File: src/rtl/vault_pkg.sv
// Shared types and constants for the five-phase vault controller.
// Sequence constants are packed with element 0 in the least-significant slot.
package vault_pkg;

  typedef enum logic [2:0] {
    ST_CODE     = 3'd0,
    ST_SWITCH   = 3'd1,
    ST_MAZE     = 3'd2,
    ST_PLATES   = 3'd3,
    ST_TIMELOCK = 3'd4,
    ST_DONE     = 3'd5,
    ST_ALARM    = 3'd6
  } phase_t;

  // Oldest code bit sits in the MSB
  localparam logic [3:0] CODE_SEQ   = 4'b1011;
  localparam logic [3:0] SWITCH_KEY = 4'b1101;

  localparam int MAZE_W   = 3;
  localparam int MAZE_LEN = 5;
  localparam logic [MAZE_W*MAZE_LEN-1:0] MAZE_SEQ =
    {3'b000, 3'b010, 3'b001, 3'b011, 3'b000};

  localparam int PLATE_W   = 8;
  localparam int PLATE_LEN = 3;
  localparam logic [PLATE_W*PLATE_LEN-1:0] PLATE_SEQ =
    {8'hF0, 8'hCC, 8'hAA};

  localparam int DEF_MAX_ERRORS     = 3;
  localparam int DEF_TL_STEP        = 4;
  localparam int DEF_TIMEOUT_CYCLES = 64;

  function automatic int cnt_width(input int n);
    return (n > 1) ? $clog2(n) : 1;
  endfunction

endpackage

File: src/rtl/vault_seq_tracker.sv
// Tracks entry of a fixed value sequence: accepts matches, tolerates repeats of
// the last accepted value, and flags anything else as an error.
module vault_seq_tracker
  import vault_pkg::*;
#(
  parameter int                       WIDTH     = 3,
  parameter int                       LENGTH    = 5,
  parameter logic [WIDTH*LENGTH-1:0]  SEQ       = '0,
  parameter bit                       IDLE_ZERO = 1'b0
) (
  input  logic             clk,
  input  logic             reset,
  input  logic             enable,
  input  logic [WIDTH-1:0] sample,
  output logic             done,
  output logic             error
);

  localparam int IW = cnt_width(LENGTH);

  logic [IW-1:0]    idx;
  logic [WIDTH-1:0] last;
  logic             has_last;
  logic [WIDTH-1:0] expected;
  logic             is_idle;
  logic             is_match;
  logic             is_hold;

  always_comb begin
    expected = SEQ[int'(idx)*WIDTH +: WIDTH];
    is_idle  = IDLE_ZERO && (sample == '0);
    is_match = !is_idle && (sample == expected);
    is_hold  = !is_idle && !is_match && has_last && (sample == last);
    error    = enable && !is_idle && !is_match && !is_hold;
    done     = enable && is_match && (idx == IW'(LENGTH - 1));
  end

  // An error restarts the sequence and forgets the last accepted value
  always_ff @(posedge clk or negedge reset) begin
    if (!reset) begin
      idx      <= '0;
      last     <= '0;
      has_last <= 1'b0;
    end else if (enable) begin
      if (is_match) begin
        last     <= sample;
        has_last <= 1'b1;
        idx      <= done ? '0 : idx + IW'(1);
      end else if (error) begin
        idx      <= '0;
        has_last <= 1'b0;
      end
    end
  end

endmodule

File: src/rtl/vault_top.sv
// Vault puzzle controller: code lock, switch room, maze, plates, time lock.
// Optional per-phase timeout hardware is built when VAULT_TIMEOUT_EN is defined.
module vault_top
  import vault_pkg::*;
#(
  parameter int MAX_ERRORS     = DEF_MAX_ERRORS,
  parameter int TL_STEP        = DEF_TL_STEP
`ifdef VAULT_TIMEOUT_EN
  ,
  parameter int TIMEOUT_CYCLES = DEF_TIMEOUT_CYCLES
`endif
) (
  input  logic       clk,
  input  logic       reset,
  input  logic       code_in,
  input  logic [3:0] switch_in,
  input  logic [2:0] dir_in,
  input  logic [7:0] plate_in,
  output logic [1:0] time_lock_out,
  output logic       all_done,
  output logic       alarm
);

  localparam int EW = cnt_width(MAX_ERRORS + 1);
  localparam int SW = cnt_width(TL_STEP);

  phase_t        state;
  phase_t        next_state;
  logic [2:0]    code_hist;
  logic          code_hit;
  logic          maze_done;
  logic          maze_err;
  logic          plate_done;
  logic          plate_err;
  logic [EW-1:0] err_cnt;
  logic [EW-1:0] err_next;
  logic [SW-1:0] step_cnt;
  logic          step_wrap;
  logic [1:0]    tl_count;

  vault_seq_tracker #(
    .WIDTH     (MAZE_W),
    .LENGTH    (MAZE_LEN),
    .SEQ       (MAZE_SEQ),
    .IDLE_ZERO (1'b0)
  ) u_maze (
    .clk    (clk),
    .reset  (reset),
    .enable (state == ST_MAZE),
    .sample (dir_in),
    .done   (maze_done),
    .error  (maze_err)
  );

  vault_seq_tracker #(
    .WIDTH     (PLATE_W),
    .LENGTH    (PLATE_LEN),
    .SEQ       (PLATE_SEQ),
    .IDLE_ZERO (1'b1)
  ) u_plates (
    .clk    (clk),
    .reset  (reset),
    .enable (state == ST_PLATES),
    .sample (plate_in),
    .done   (plate_done),
    .error  (plate_err)
  );

  assign code_hit  = ({code_hist, code_in} == CODE_SEQ);
  assign step_wrap = (step_cnt == SW'(TL_STEP - 1));
  assign err_next  = ((maze_err || plate_err) && (err_cnt != EW'(MAX_ERRORS)))
                     ? err_cnt + EW'(1) : err_cnt;

`ifdef VAULT_TIMEOUT_EN
  localparam int TW = cnt_width(TIMEOUT_CYCLES);

  logic [TW-1:0] tmo_cnt;
  logic          timed_phase;
  logic          tmo_hit;

  assign timed_phase = (state == ST_SWITCH) || (state == ST_MAZE) || (state == ST_PLATES);
  assign tmo_hit     = timed_phase && (tmo_cnt == TW'(TIMEOUT_CYCLES - 1));

  // Restarts on every phase change, so each timed phase gets a fresh budget
  always_ff @(posedge clk or negedge reset) begin
    if (!reset) begin
      tmo_cnt <= '0;
    end else if (next_state != state) begin
      tmo_cnt <= '0;
    end else if (timed_phase) begin
      tmo_cnt <= tmo_cnt + TW'(1);
    end
  end
`endif

  always_ff @(posedge clk or negedge reset) begin
    if (!reset) begin
      state <= ST_CODE;
    end else begin
      state <= next_state;
    end
  end

  // Error-driven alarm overrides any phase advance decided in the same cycle
  always_comb begin
    next_state = state;
    case (state)
      ST_CODE:     if (code_hit) next_state = ST_SWITCH;
      ST_SWITCH:   if (switch_in == SWITCH_KEY) next_state = ST_MAZE;
      ST_MAZE:     if (maze_done) next_state = ST_PLATES;
      ST_PLATES:   if (plate_done) next_state = ST_TIMELOCK;
      ST_TIMELOCK: if (step_wrap && (tl_count == 2'd3)) next_state = ST_DONE;
      ST_DONE:     next_state = ST_DONE;
      ST_ALARM:    next_state = ST_ALARM;
      default:     next_state = ST_CODE;
    endcase
`ifdef VAULT_TIMEOUT_EN
    if (tmo_hit && (next_state == state)) next_state = ST_ALARM;
`endif
    if (err_next == EW'(MAX_ERRORS)) next_state = ST_ALARM;
  end

  always_ff @(posedge clk or negedge reset) begin
    if (!reset) begin
      code_hist <= '0;
    end else if (state == ST_CODE) begin
      code_hist <= {code_hist[1:0], code_in};
    end
  end

  always_ff @(posedge clk or negedge reset) begin
    if (!reset) begin
      err_cnt <= '0;
    end else begin
      err_cnt <= err_next;
    end
  end

  // Count 3 is held for a full step before the vault opens
  always_ff @(posedge clk or negedge reset) begin
    if (!reset) begin
      step_cnt <= '0;
      tl_count <= 2'd0;
    end else if (next_state == ST_ALARM) begin
      step_cnt <= '0;
      tl_count <= 2'd0;
    end else if (state == ST_TIMELOCK) begin
      if (step_wrap) begin
        step_cnt <= '0;
        if (tl_count != 2'd3) tl_count <= tl_count + 2'd1;
      end else begin
        step_cnt <= step_cnt + SW'(1);
      end
    end
  end

  always_ff @(posedge clk or negedge reset) begin
    if (!reset) begin
      all_done <= 1'b0;
      alarm    <= 1'b0;
    end else begin
      all_done <= (next_state == ST_DONE);
      alarm    <= (next_state == ST_ALARM);
    end
  end

  assign time_lock_out = tl_count;

endmodule

File: config.mk
export PLATFORM = sky130hd
export DESIGN_NAME = vault_top
export DESIGN_NICKNAME = d
export VERILOG_FILES = /design/src/rtl/vault_pkg.sv /design/src/rtl/vault_seq_tracker.sv /design/src/rtl/vault_top.sv
export SDC_FILE = /design/constraint.sdc
export NUM_CORES = 1
export LEC_CHECK = 0
export CORE_ASPECT_RATIO = 0.8
export CORE_UTILIZATION = 56
export CTS_CLUSTER_DIAMETER = 80
export CTS_CLUSTER_SIZE = 40
export DETAILED_ROUTE_END_ITERATION = 8
export HOLD_SLACK_MARGIN = 0.03
export MAX_ROUTING_LAYER = met4
export PLACE_DENSITY_LB_ADDON = 0.2
export SLEW_MARGIN = 40
export SYNTH_ARGS = -nofsm -noshare
export SYNTH_HDL_FRONTEND = slang
export SYNTH_SLANG_ARGS = --single-unit
File: constraint.sdc
create_clock -name clk -period 2.93 [get_ports clk]
set_input_delay 0.4395 -clock clk [delete_from_list [all_inputs] [get_ports clk]]
set_output_delay 0.4395 -clock clk [all_outputs]
set_load 0.02 [all_outputs]
==> results.tsv <==
metric	value	unit
status	finished clean	
area share of the largest cell type after synthesis	41.8	%
Synth Cell Area	1920	um^2
first-pass GRT wire length	6090	um
Layout Cells excl Fill	245	
DP Cell Count	238	
Leak	0.951	nW
core area	3180	um^2
full die area	3660	um^2
max_slew headroom	63.5	%
DRT Pass-1 Iters	4	
Post-synth top flop	dfrtp_1	
final hold violations	0	
Sink Count	32	
Worst R2R Setup Slack	0.49	ns
dpl hpwl	2770	um
routed via count	1462	
Nets	232	
Power Density	514	nW/um^2
post-DR wirelength/cell	15.3	um
pin count of the biggest net entering global routing	33	
CTS tree	built	
final setup fails	0	
Seq/Total Area, Yosys	41.8	%
Flop pwr share	48.2	%
initial antenna violation count	0	
switching part of the total power	30.2	%
clk buf depth	2	
root buffer cell	clkbuf_8	
WS Path Type	register to register	
vias in the first global route	1364	
Comb pwr share	24.4	%
endpoint class of the critical path	register	
Finished Cell Area	2260	um^2
xor/xnor cell area share of the yosys netlist	9.60	%
Async SR Flop Fraction	100	%
DRT iter0 DRCs	84	
Total Neg Setup Slack	0	ns
PostCTS Resize Cnt	0	
Tot Pwr	1.16	mW
largest family of logic cells by synthesized area	simple AND/OR/NAND/NOR gates	
Max Slew Vio Count	0	
Hold-fix buffers, CTS	0	
maximum VDD drop	0.000488	V
Critical Path AT	2.61	ns
Core Rows	18	
Cell variety after synth	50	
Synth Warn #	0	
later-pin clock latency in the skew report	0.29	ns
maxcap violations	0	
Num CTS Buffers	5	
PortBufs	21	
share of layout cells above drive strength 1	14.6	%
WHS Path Cells	1	
critical path peak fanout	13	
total wire length	3740	um
Internal	0.809	mW
post-synthesis mux area share	9.20	%
worst r2r path cells	7	
Die Y	54.3	um
Total GRT Usage	23.9	%
number of routed nets with antenna violations	0	
Synth area leader	dfrtp_1	
Hold WS	0.518	ns
drt drc	0	
n_diodes	0	
fmax	0.410	GHz
syn nets	205	
actual slew at the worst max-slew pin	0.540	ns
setup repair after global routing missed its margin	no	
# H-tree levels	2	
post-synthesis simple-gate area fraction	17.4	%
commonest non-fill, non-tap cell in the layout	dfrtp_1	
Layout Area Growth over Synthesis	17.8	%
area post-placement	2180	um^2
final worst path period share	83.3	%
Worst Hold Class	register to register	
reg2reg end	u_plates.last[2]$_DFFE_PN0P_	
Vias per Instance	5.97	
Post-synth EDFFs	0	
Syn Area/Cell	10.8	um^2
skew final	0.00325	ns
compound-gate portion of the synthesized area	13.3	%
WHS Endpoint	u_maze.has_last$_DFFE_PN0P_	
Critical Path RT	3.10	ns
cells after synthesis	178	
die span in x	67.4	um
I/O pin cnt	22	
Setup crit start kind	register	
Clock Power Share	27.4	%
reg2reg start	u_plates.idx[0]$_DFFE_PN0P_	
commonest cells after routing, fill and taps aside	32 x dfrtp_1, 21 x clkdlybuf4s50_1, 15 x xnor2_1	
Post-Synth Adder-Cell Area	5.87	%
hold_sp	u_maze.has_last$_DFFE_PN0P_	
flop and latch count out of synthesis	32	
total gr overflow	0	
CTS clk-pin slew, worst paths	0.06	ns
Psw	0.351	mW
Post-CTS Setup Bufs	0	
min cycle time layout	2.44	ns
GPL Wtd Cong	0.832	
Initial Util	60.4	%
synth top area cells	dfrtp_1 42%, mux2_2 7.6%, xnor2_1 6.9%	
==> final cells by class <==
type,instances,area [um^2]
fill,228,918
inverter,7,26.3
sequential,32,801
timing repair buffer,25,240
multi-input combinational,134,1060
clock buffer,6,72.6
clock inverter,1,5.00
tap,40,50.0
==> sequential cells by signal (all words and copies together) (netlist names) <==
name               cells
all_done               1
alarm                  1
err_cnt                2
step_cnt               2
u_plates.has_last      1
state                  3
u_maze.last            3
u_maze.idx             3
time_lock_out          2
u_plates.idx           2
code_hist              3
u_maze.has_last        1
u_plates.last          8
==> kinds of logic (layout without fill, tap and decap cells) <==
family	Yosys count	count (layout)
AO/OA/AOI/OAI	30	30
AND/OR/NAND/NOR	58	58
multiplexers	16	16
flip-flops	32	32
XOR/XNOR	21	21
buffers and inverters	12	39
adder cells (fa/ha/maj)	9	9
==> how the worst max path moves through the flow <==
stage                     cells after the start                      endpoint  slack (ns)                         from
after global placement                        6  u_plates.last[7]$_DFFE_PN0P_        0.43                  plate_in[6]
after CTS                                     7  u_plates.last[2]$_DFFE_PN0P_        0.50  u_plates.idx[0]$_DFFE_PN0P_
after detailed placement                      6          err_cnt[1]$_DFF_PN0_        0.38                    dir_in[0]
final                                         7  u_plates.last[2]$_DFFE_PN0P_        0.49  u_plates.idx[0]$_DFFE_PN0P_
after floorplan                               7  u_plates.last[1]$_DFFE_PN0P_        0.62  u_plates.idx[0]$_DFFE_PN0P_
after global routing                          8   u_plates.idx[0]$_DFFE_PN0P_        0.29  u_plates.idx[0]$_DFFE_PN0P_
==> through the flow <==
step | utilization, % | setup WS (ns)
after floorplan | - | 0.624
after global placement | 68.6 | 0.434
after detailed placement | 68.6 | 0.378
after CTS | 71.1 | 0.504
after global routing | 71.1 | 0.292
final | 71.1 | 0.491
==> Yosys cell counts, drive strengths merged, types with 2 or more instances <==
| cell | instances |
|---|---|
| mux2i | 3 |
| nand4 | 3 |
| nor3 | 11 |
| xor2 | 6 |
| nand2b | 2 |
| nand3 | 6 |
| buf | 3 |
| dfrtp | 32 |
| xnor2 | 15 |
| nor2b | 2 |
| a21o | 3 |
| nor2 | 3 |
| ha | 9 |
| a31o | 3 |
| nor4bb | 2 |
| o21ai | 2 |
| o21bai | 2 |
| inv | 7 |
| mux2 | 13 |
| a211oi | 2 |
| nand2 | 11 |
| clkbuf | 2 |
| a21oi | 6 |
| nor4 | 6 |
| nor3b | 2 |
==> layer usage <==
| metal | track usage, % | vias up | wire length [um] |
|---|---|---|---|
| li1 | - | 712 | - |
| met1 | 28.9 | 710 | 1800 |
| met3 | 6.04 | 5 | 154 |
| met2 | 38.5 | 35 | 1730 |
| met5 | - | - | 0 |
| met4 | 9.93 | 0 | 53 |
==> worst max-delay path: stages (launching register included) <==
cell	delay, ns
dfrtp_1	0.46
inv_1	0.10
ha_1	0.33
xor2_1	0.17
nor4_1	0.26
buf_4	0.18
nand3_1	0.39
mux2_2	0.44
==> power groups by stage <==
stage,clock network (mW),logic (mW),registers (mW)
3_3_place_gp,0,0.271,0.558
4_1_cts,0.327,0.285,0.559
2_1_floorplan,0,0.194,0.554
5_1_grt,0.342,0.316,0.567
3_5_place_dp,0,0.283,0.565
6_report,0.318,0.283,0.559
(Power assumes the default switching activity.)
